`src/rtl/fifo_rd_packer.sv`:
```
`default_nettype none
// =============================================================================
// Module   : fifo_rd_packer
// Purpose  : Drains async_fifo read port, packs LANES entries per output word.
//            Optional idle flush of partial words: FIFO_RD_PACKER_FLUSH_EN.
// Revision : 1.0  initial release
// =============================================================================
module fifo_rd_packer #(
    parameter int WIDTH         = 8,
    parameter int LANES         = 4,
    parameter int FLUSH_TIMEOUT = 16
) (
    input  logic                         rclk,
    input  logic                         rrst_n,
    input  logic                         empty,
    input  logic [WIDTH-1:0]             data_out,
    output logic                         r_en,
    output logic [WIDTH*LANES-1:0]       pk_data,
    output logic                         pk_valid,
    input  logic                         pk_ready,
    output logic [$clog2(LANES+1)-1:0]   pk_bytes,
    output logic [15:0]                  word_cnt
);

    localparam int CNT_W = $clog2(LANES+1);
    localparam logic [CNT_W-1:0] LANES_C = CNT_W'(LANES);
    localparam logic [CNT_W:0]   LANES_W = (CNT_W+1)'(LANES);

    if (LANES < 2 || FLUSH_TIMEOUT < 1) begin : g_bad_cfg
        $fatal(1, "fifo_rd_packer: LANES must be >= 2 and FLUSH_TIMEOUT >= 1");
    end

    typedef enum logic [0:0] {
        FILL = 1'b0,
        EMIT = 1'b1
    } state_t;

    state_t                   state_q, state_d;
    logic [CNT_W-1:0]         count_q, count_d;
    logic                     inflight_q, inflight_d;
    logic [WIDTH*LANES-1:0]   pk_data_q, pk_data_d;
    logic                     pk_valid_q, pk_valid_d;
    logic [CNT_W-1:0]         pk_bytes_q, pk_bytes_d;
    logic [15:0]              word_cnt_q, word_cnt_d;
    logic [CNT_W:0]           occupancy;

`ifdef FIFO_RD_PACKER_FLUSH_EN
    localparam int TMR_W = (FLUSH_TIMEOUT > 1) ? $clog2(FLUSH_TIMEOUT) : 1;
    localparam logic [TMR_W-1:0] TIMER_MAX = TMR_W'(FLUSH_TIMEOUT - 1);
    logic [TMR_W-1:0]         timer_q, timer_d;
`endif

    // Outstanding read counts toward the lane budget so we never over-read.
    assign occupancy = {1'b0, count_q} + {{CNT_W{1'b0}}, inflight_q};
    assign r_en      = rrst_n && (state_q == FILL) && !empty && (occupancy < LANES_W);

    assign pk_data  = pk_data_q;
    assign pk_valid = pk_valid_q;
    assign pk_bytes = pk_bytes_q;
    assign word_cnt = word_cnt_q;

    always_comb begin
        state_d    = state_q;
        count_d    = count_q;
        inflight_d = r_en;
        pk_data_d  = pk_data_q;
        pk_valid_d = pk_valid_q;
        pk_bytes_d = pk_bytes_q;
        word_cnt_d = word_cnt_q;
`ifdef FIFO_RD_PACKER_FLUSH_EN
        timer_d    = timer_q;
`endif
        case (state_q)
            FILL: begin
                if (inflight_q) begin
                    for (int k = 0; k < LANES; k++) begin
                        if (count_q == CNT_W'(k)) begin
                            pk_data_d[k*WIDTH +: WIDTH] = data_out;
                        end
                    end
                    count_d = count_q + 1'b1;
                    if (count_d == LANES_C) begin
                        state_d    = EMIT;
                        pk_valid_d = 1'b1;
                        pk_bytes_d = LANES_C;
                    end
                end
`ifdef FIFO_RD_PACKER_FLUSH_EN
                if (inflight_q || !empty || (count_q == '0)) begin
                    timer_d = '0;
                end else if (timer_q == TIMER_MAX) begin
                    timer_d    = '0;
                    state_d    = EMIT;
                    pk_valid_d = 1'b1;
                    pk_bytes_d = count_q;
                end else begin
                    timer_d = timer_q + 1'b1;
                end
`endif
            end
            EMIT: begin
                if (pk_valid_q && pk_ready) begin
                    state_d    = FILL;
                    pk_valid_d = 1'b0;
                    count_d    = '0;
                    pk_data_d  = '0;
                    pk_bytes_d = '0;
                    word_cnt_d = word_cnt_q + 16'd1;
                end
            end
            default: state_d = FILL;
        endcase
    end

    always_ff @(posedge rclk or negedge rrst_n) begin
        if (!rrst_n) begin
            state_q    <= FILL;
            count_q    <= '0;
            inflight_q <= 1'b0;
            pk_data_q  <= '0;
            pk_valid_q <= 1'b0;
            pk_bytes_q <= '0;
            word_cnt_q <= '0;
`ifdef FIFO_RD_PACKER_FLUSH_EN
            timer_q    <= '0;
`endif
        end else begin
            state_q    <= state_d;
            count_q    <= count_d;
            inflight_q <= inflight_d;
            pk_data_q  <= pk_data_d;
            pk_valid_q <= pk_valid_d;
            pk_bytes_q <= pk_bytes_d;
            word_cnt_q <= word_cnt_d;
`ifdef FIFO_RD_PACKER_FLUSH_EN
            timer_q    <= timer_d;
`endif
        end
    end

endmodule
`default_nettype wire
```
`config.mk`:
```
export PLATFORM = sky130hd
export DESIGN_NAME = fifo_rd_packer
export DESIGN_NICKNAME = d
export VERILOG_FILES = /design/src/rtl/fifo_rd_packer.sv
export SDC_FILE = /design/constraint.sdc
export NUM_CORES = 1
export LEC_CHECK = 0
export ABC_AREA = 1
export CAP_MARGIN = 20
export CORE_UTILIZATION = 44
export DETAILED_ROUTE_END_ITERATION = 10
export GPL_ROUTABILITY_DRIVEN = 0
export HOLD_SLACK_MARGIN = 0.08
export MAX_ROUTING_LAYER = met4
export PLACE_DENSITY = 0.76
export SYNTH_ARGS = -nofsm -noshare
export SYNTH_HDL_FRONTEND = slang
export SYNTH_SLANG_ARGS = --single-unit
```
`constraint.sdc`:
```
create_clock -name rclk -period 1.25 [get_ports rclk]
set_input_delay 0.1875 -clock rclk [delete_from_list [all_inputs] [get_ports rclk]]
set_output_delay 0.1875 -clock rclk [all_outputs]
set_load 0.03 [all_outputs]
```
==> results of run 1 <==
how the worst max path moves through the flow:
stage | depth (start not counted) | slack (ps) | start | end
global placement | 8 | -280 | pk_ready | word_cnt[15]
finish | 4 | -240 | state_q | r_en
CTS | 4 | -240 | state_q | r_en
detailed placement | 8 | -310 | pk_ready | word_cnt[15]
floorplan | 8 | -80 | word_cnt[1] | word_cnt[14]
global route | 4 | -270 | state_q | r_en
final cells by class:
type                       instances  area, um2  share of cell area [%]
sequential                        54       1360                    38.0
inverter                          24       97.6                    2.73
clock buffer                       5       68.8                    1.92
tap                               70       87.6                    2.45
clock inverter                     3       18.8                   0.524
timing repair buffer             100        836                    23.3
multi-input combinational        205       1110                    31.1
metrics by stage:
stage          instance area (um2)  setup slack, ps  hold WS, ps  TNS, ps  total power [mW]
2_1_floorplan                 2530            -79.0         -108     -146              4.80
3_3_place_gp                  3340             -282          404    -9220              6.32
3_5_place_dp                  3340             -308          408   -10340              6.40
4_1_cts                       3570             -240          201    -2050              7.57
5_1_grt                       3580             -268          194    -6610              8.00
6_report                      3580             -238          199    -3520              7.59
state kept, by name, indices dropped and copies added (netlist names):
name / cells
pk_data: 32
count_q: 3
state_q: 1
word_cnt: 16
pk_bytes: 1
inflight_q: 1
cell families after synthesis:
group / share of synthesized area (%)
adders and majority gates: 3.55
DFF: 54.8
buffers and inverters: 5.12
xor gates and xnor gates: 3.55
AOI/OAI and AO/OA: 2.54
other: 0.152
and+or+nand+nor: 30.3
where the power goes:
group          switching, mW  internal, mW
sequential             0.442          2.31
clock                  0.604         0.396
combinational           2.37          1.48
layer usage:
layer / vias to the layer above / track usage, %
li1: 1089 / -
met1: 1102 / 28.5
met2: 77 / 37.8
met3: 9 / 4.40
met4: 0 / 7.50
met5: - / -
cell usage in the layout (no fill, tap or decap), types with 5 or more instances in the layout:
cell type        synthesis  layout
nand2_1                117     115
dfrtp_2                  0       7
o21ai_0                  9       9
buf_4                    3      55
clkbuf_8                 0       5
nand3_1                 14      13
nand4_1                  5       5
dfrtp_1                 54      47
xor2_1                   6       6
buf_6                    0       5
nor2_1                  20      16
clkbuf_2                 0      10
nand2_2                  8       5
inv_1                   20      18
clkdlybuf4s50_1          0      10
clkdlybuf4s15_2          0      17
critical path: cells and delay by family (launching register included):
family	cells	cell delay (ps)
flops	1	440
simple gates	2	210
compound gates	1	190
buf+inv	1	150
repair_timing:
item	4_1_cts	5_1_grt
setup buffers	4	6
pin swaps	5	1
cloned	1	0
hold buffers	1	0
setup endpoints to repair	70	66
resized for setup	93	17
endpoints found under the hold margin	51	0
==> impl_metrics.yaml, run 1 <==
synth:
  yosysWarnings: 0
  synthTopCellsByCount: "nand2_1 (117), dfrtp_1 (54), inv_1 (20), nor2_1 (20), nand3_1 (14)"
  ys_seq_area_share_pct: 54.8
  yosysMostFrequentCell: "nand2_1"
  synthFlopType: "dfrtp_1"
  yosysTopAreaCell: "dfrtp_1"
  synth_edf_count: 0
  ys_seq_elements: 54
  synthDistinctLibCells: 24
  yosys-top-cells-area: "dfrtp_1 (55%), nand2_1 (18%), ha_1 (3.5%), inv_1 (3.0%), nor2_1 (3.0%)"
  syn_avg_cell_area_um2: 8.60
  netlist.area_leader.share_pct: 54.8
  postSynthCellCount: 287
  netlist_area_um2: 2470
  async_flop_share_pct: 100
sta:
  slew_headroom_pct: 55.7
  rsz0062_at_grt: "yes"
  max_freq_ghz: 0.672
  hold_violations: 0
  setup_viol: 44
  fin_crit_sh_pct: 119
  period_needed_ps: 1490
  slew_viol_final: 0
  worst_pin_slew_ps: 665
  clock_skew_ps: 9.28
  layout_setup_ws_ps: -238
drt:
  topRoutingLayerUsed: "met4"
  met3_wirelength_um: 323
  drt_wl_total_mm: 6.30
  vias: 2277
  wl_met2_mm: 3.11
  final_antenna_net_count: 0
  firstDrtPassIters: 4
  dr.first_iter.drc_count: 124
  drcViolationCount: 0
  met1Wirelength_mm: 2.76
  vias_per_cell: 4.94
  wl_per_cell_um: 13.7
cts:
  cts.path.max_buffers: 2
  cts.sink_count: 54
  path_clk_slew_ps: 100
  cts_made_buffers: 5
  clock_latency_ps: 310
  cts_tree: "built"
  cts-root-buf: "clkbuf_8"
  htree_levels: 2
critical_path:
  criticalPathCategory: "reg -> out"
  rr_worst_depth: 8
  timing.rr.end: "pk_data[8]"
  r2r-start: "state_q"
  worstPathArrival_ps: 1300
  path_cells: "nor2_1 -> nand3_1 -> a31oi_4 -> buf_6"
  crit_fanout: 2
  startpoint_type: "flip-flop"
  max_stage_delay_ps: 440
  rrSetupSlack_ps: -150
  endpoint_kind: "output port"
  critPathRequiredTime_ps: 1060
  cp_slowest_cell: "dfrtp_2"
finish:
  diodes: 0
  syn_to_final_growth_pct: 45.1
  instances_no_fill: 461
  nets: 409
  num-fill-cells: 428
  drive_gt1_share_pct: 34.3
  utilization_pct: 68.4
outcome:
  violations: "setup timing"
  status: "finished, violations left"
power_and_ir_drop:
  peakVddDrop_mv: 1.38
  p_leak_nw: 1.90
  p_per_area_nw_per_um2: 2120
run:
  cap_viol_max_count: 0
worst_hold_path:
  holdPathStages: 3
  hold_end: "inflight_q"
  hp-class: "in -> reg"
  min-delay-start: "rrst_n"
floorplan:
  die_y_um: 76.9
  io_pins: 65
  start_util_pct: 47.1
  core_area_um2: 5240
  rows: 26
  die_w_um: 76.9
  die_area_um2: 5910
global_route:
  grt_overflow_total: 0
  antenna_found_initial: 0
  grt_use_total_pct: 23.0
  grt_pass1_wl_mm: 10.3
  grt_max_degree: 55
  grt_pass1_vias: 2201
placement:
  portBuffers: 62
  dp.cells: 441
  dp_hpwl_mm: 4.43
No activity file was read; power rests on OpenSTA's default activity.
==> inputs of run 2 (changes only) <==
==> constraint.sdc (replaced) <==
create_clock -name rclk -period 1.25 [get_ports rclk]
set_input_delay 0.25 -clock rclk [delete_from_list [all_inputs] [get_ports rclk]]
set_output_delay 0.25 -clock rclk [all_outputs]
set_load 0.03 [all_outputs]
==> impl_metrics.yaml, run 2 (synthesis results as in run 1) <==
outcome:
  violations: "setup timing"
  status: "finished, violations left"
critical_path:
  cp_slowest_cell: "dfrtp_2"
  startpoint_type: "flip-flop"
  cp-startpoint: "state_q"
  r2r-start: "state_q"
  path_cells: "nor2_2 -> nand3_2 -> a31oi_4 -> buf_6"
  worstPathArrival_ps: 1280
  max_stage_delay_ps: 440
  critPathRequiredTime_ps: 1000
  crit_fanout: 2
  endpoint_kind: "output port"
  criticalPathCategory: "reg -> out"
sta:
  rsz0062_at_grt: "yes"
  worst_pin_slew_ps: 687
  max_freq_ghz: 0.655
  setup_viol: 52
  slew_headroom_pct: 54.2
  hold_violations: 0
  clock_skew_ps: 10.1
  fin_crit_sh_pct: 122
  layout_setup_ws_ps: -276
  period_needed_ps: 1530
  slew_viol_final: 0
global_route:
  grt_pass1_vias: 2213
  grt_use_total_pct: 24.0
  grt_overflow_total: 0
  grt_pass1_wl_mm: 10.7
  grt_max_degree: 55
  antenna_found_initial: 0
drt:
  firstDrtPassIters: 4
  vias: 2282
  wl_per_cell_um: 14.8
  drcViolationCount: 0
  dr.first_iter.drc_count: 105
  drt_wl_total_mm: 6.79
  vias_per_cell: 4.98
  final_antenna_net_count: 0
finish:
  nets: 406
  final_common_cell: "nand2_1"
  syn_to_final_growth_pct: 49.7
  diodes: 0
  largest_reg_flops: 32
  drive_gt1_share_pct: 37.9
  mostFrequentLayoutCells: "nand2_1 (107), buf_4 (69), dfrtp_1 (45)"
  final_area_um2: 3690
run:
  cap_viol_max_count: 0
cts:
  cts_tree: "built"
  cts_made_buffers: 5
  path_clk_slew_ps: 100
  cts-root-buf: "clkbuf_8"
  cts.path.max_buffers: 2
  cts.sink_count: 54
  clock_latency_ps: 310
  htree_levels: 2
  cts_hold_buf: 0
floorplan:
  die_w_um: 76.9
  die_y_um: 76.9
  start_util_pct: 47.1
  io_pins: 65
  rows: 26
  core_area_um2: 5240
  die_area_um2: 5910
power_and_ir_drop:
  p_per_area_nw_per_um2: 2260
  peakVddDrop_mv: 1.44
  p_total_mw: 8.36
  p_leak_nw: 1.96
placement:
  dp_slack_ps: -378
  dp_hpwl_mm: 4.27
  place_area_um2: 3240
  portBuffers: 62
worst_hold_path:
  hp-class: "in -> async"
==> run 2: cell count changes in the layout (fill, tap and decap cells not counted), moves of 3 or more <==
cell             change
buf_4               +14
buf_6                +8
clkbuf_2            -10
clkdlybuf4s15_2     -17
inv_2                -3
nand2_1              -8
nand2_2              +7
o21ai_0              -3
==> run 2: where the power goes <==
part / switching, mW / internal (mW) / leakage [nW]
Combinational: 2.67 / 1.72 / 1.21
Sequential: 0.436 / 2.31 / 0.689
Clock: 0.617 / 0.612 / 0.0591
==> run 2: repair_timing <==
action / in CTS / in global routing
cloned: 4 / 0
setup buffers: 5 / 4
setup endpoints to repair: 40 / 53
resized for setup: 34 / 31
pin swaps: 14 / 7
==> run 2: final cells by class <==
| type | instances | area (um2) |
|---|---|---|
| fill | 395 | 1540 |
| sequential | 54 | 1360 |
| multi-input combinational | 208 | 1220 |
| timing repair buffer | 94 | 790 |
| inverter | 24 | 113 |
| tap | 70 | 87.6 |
| clock buffer | 5 | 68.8 |
| clock inverter | 3 | 47.5 |
==> run 2: worst max-delay path, delay by kind of cell (launching register included) <==
| family | cells | cell delay (ps) |
|---|---|---|
| flops | 1 | 440 |
| simple gates | 2 | 200 |
| compound gates | 1 | 180 |
| buf+inv | 1 | 160 |
==> run 2: path summary, 6_finish.rpt <==
path / end / slack, ps / depth (start not counted)
setup / recovery: r_en / -280 / 4
hold / removal: word_cnt[2] / 110 / 2
setup reg to reg: word_cnt[15] / -190 / 9
hold reg to reg: pk_data[7] / 490 / 2
max in group asynchronous: word_cnt[1] / 640 / 2
min in group rclk: inflight_q / 220 / 3
==> run 2: through the flow <==
step           std cells  TNS (ps)  hold WS [ps]  util [%]
2_1_floorplan        288      -210         -45.6         -
3_3_place_gp         437    -11500           460      61.8
3_5_place_dp         437    -13040           462      61.8
4_1_cts              454     -1860           123      67.7
5_1_grt              458    -10300           159      70.5
6_report             458     -7370           109      70.5
==> run 2: metal layers <==
metal / vias to the layer above / wire, um / global-route usage, %
met3: 11 / 330 / 4.52
met1: 1098 / 2920 / 30.3
met5: - / 0 / -
met2: 82 / 3440 / 39.4
li1: 1091 / - / -
met4: 0 / 93 / 6.92
==> inputs of run 3 (changes only) <==
--- a/config.mk
+++ b/config.mk
@@ -7,12 +7,13 @@
 export LEC_CHECK = 0
 export ABC_AREA = 1
 export CAP_MARGIN = 20
-export CORE_UTILIZATION = 44
+export CORE_UTILIZATION = 52
 export DETAILED_ROUTE_END_ITERATION = 10
 export GPL_ROUTABILITY_DRIVEN = 0
 export HOLD_SLACK_MARGIN = 0.08
 export MAX_ROUTING_LAYER = met4
-export PLACE_DENSITY = 0.76
+export PLACE_DENSITY = 0.85
+export REMOVE_ABC_BUFFERS = 1
 export SYNTH_ARGS = -nofsm -noshare
 export SYNTH_HDL_FRONTEND = slang
 export SYNTH_SLANG_ARGS = --single-unit
==> constraint.sdc (replaced) <==
create_clock -name rclk -period 2 [get_ports rclk]
set_input_delay 0.4 -clock rclk [delete_from_list [all_inputs] [get_ports rclk]]
set_output_delay 0.4 -clock rclk [all_outputs]
set_load 0.03 [all_outputs]
==> impl_metrics.yaml, run 3 (synthesis results as in run 1) <==
outcome:
  status: "finished, final reports clean"
sta:
  fin_crit_sh_pct: 94.4
  period_needed_ps: 1890
  setup_viol: 0
  clock_skew_ps: 3.10
  hold_violations: 0
  hold_slack_ps: 254
  finalSetupTns_ps: 0
  rsz0062_at_grt: "no"
  layout_setup_ws_ps: 112
  worst_pin_slew_ps: 664
  max_freq_ghz: 0.530
  slew_headroom_pct: 55.7
  slew_viol_final: 0
drt:
  vias_per_cell: 5.16
  drt_wl_total_mm: 5.63
  firstDrtPassIters: 6
  vias: 2102
  dr.first_iter.drc_count: 110
  wl_per_cell_um: 13.8
  final_antenna_net_count: 0
  drcViolationCount: 0
cts:
  post_cts_buffers: 0
  cts_hold_buf: 0
  cts_made_buffers: 5
  path_clk_slew_ps: 90
  cts_tree: "built"
  cts-root-buf: "clkbuf_8"
  htree_levels: 2
  cts.path.max_buffers: 2
  clock_latency_ps: 310
  cts.sink_count: 54
critical_path:
  worstPathArrival_ps: 1490
  criticalPathCategory: "reg -> out"
  crit_fanout: 5
  critPathRequiredTime_ps: 1600
  max_stage_delay_ps: 720
  critPathBufInv: 1
  cp_slowest_cell: "clkdlybuf4s50_1"
  startpoint_type: "flip-flop"
  path_delay_family: "buffers and inverters"
  endpoint_kind: "output port"
  path_cells: "clkdlybuf4s50_1"
worst_hold_path:
  hp-class: "in -> async"
power_and_ir_drop:
  p_leak_nw: 1.64
  peakVddDrop_mv: 0.808
  p_total_mw: 4.52
  p_per_area_nw_per_um2: 1390
global_route:
  grt_pass1_vias: 2069
  antenna_found_initial: 0
  grt_use_met1_pct: 32.9
  gr-max-usage-layer: "met2"
  grt_overflow_total: 0
  grt_pass1_wl_mm: 9.62
  use_met2_pct: 41.0
  grt_use_met3_pct: 5.70
  grt_use_total_pct: 25.7
  grt_max_degree: 55
floorplan:
  start_util_pct: 55.5
  io_pins: 65
  die_y_um: 70.9
  core_area_um2: 4440
  die_area_um2: 5020
  rows: 24
  die_w_um: 70.9
finish:
  final_common_cell: "nand2_1"
  diodes: 0
  largest_reg_flops: 32
  instances_no_fill: 407
  mostFrequentLayoutCells: "nand2_1 (117), clkdlybuf4s50_1 (60), dfrtp_1 (53)"
  syn_to_final_growth_pct: 31.7
  nets: 373
  drive_gt1_share_pct: 8.73
run:
  cap_viol_max_count: 0
placement:
  dp_slack_ps: 181
  dp.cells: 399
  dp_hpwl_mm: 4.10
  portBuffers: 62
-- run 3: final timing paths --
check	start	endpoint	slack, ps	cells after the start
setup / recovery	pk_bytes[2]	pk_bytes[2]	110	1
hold / removal	rrst_n	word_cnt[2]	250	2
setup reg to reg	state_q	pk_data[1]	490	7
hold reg to reg	pk_data[23]	pk_data[23]	490	2
max in group asynchronous	rrst_n	state_q	1280	2
min in group rclk	rrst_n	inflight_q	400	3
-- run 3: power by group --
part	switching (mW)	total, mW	internal, mW
registers	0.275	1.71	1.43
clock network	0.358	0.730	0.372
logic	1.29	2.09	0.795
total	1.92	4.52	2.60
-- run 3: timing repair --
action,CTS,global route
endpoints found under the setup margin,0,1
gates resized for setup,0,1
endpoints found under the hold margin,0,0
-- run 3: layout make-up --
| cell class | instances | area, um2 |
|---|---|---|
| clock buffers | 5 | 68.8 |
| clock inverters | 3 | 45.0 |
| fillers | 320 | 1190 |
| inverters | 24 | 90.1 |
| multi-input cells | 204 | 993 |
| flip-flops and latches | 54 | 1350 |
| well taps | 52 | 65.1 |
| repair buffers | 65 | 636 |
-- run 3: metrics by stage --
stage	utilization [%]	cell area, um2
6_report	73.1	3250
3_5_place_dp	70.6	3140
2_1_floorplan	-	2430
3_3_place_gp	70.6	3140
4_1_cts	73.1	3250
5_1_grt	73.1	3250
-- run 3: layer usage --
layer,up-vias,wire length [um]
li1,1021,-
met5,-,0
met4,0,108
met3,10,237
met1,1008,2540
met2,63,2740
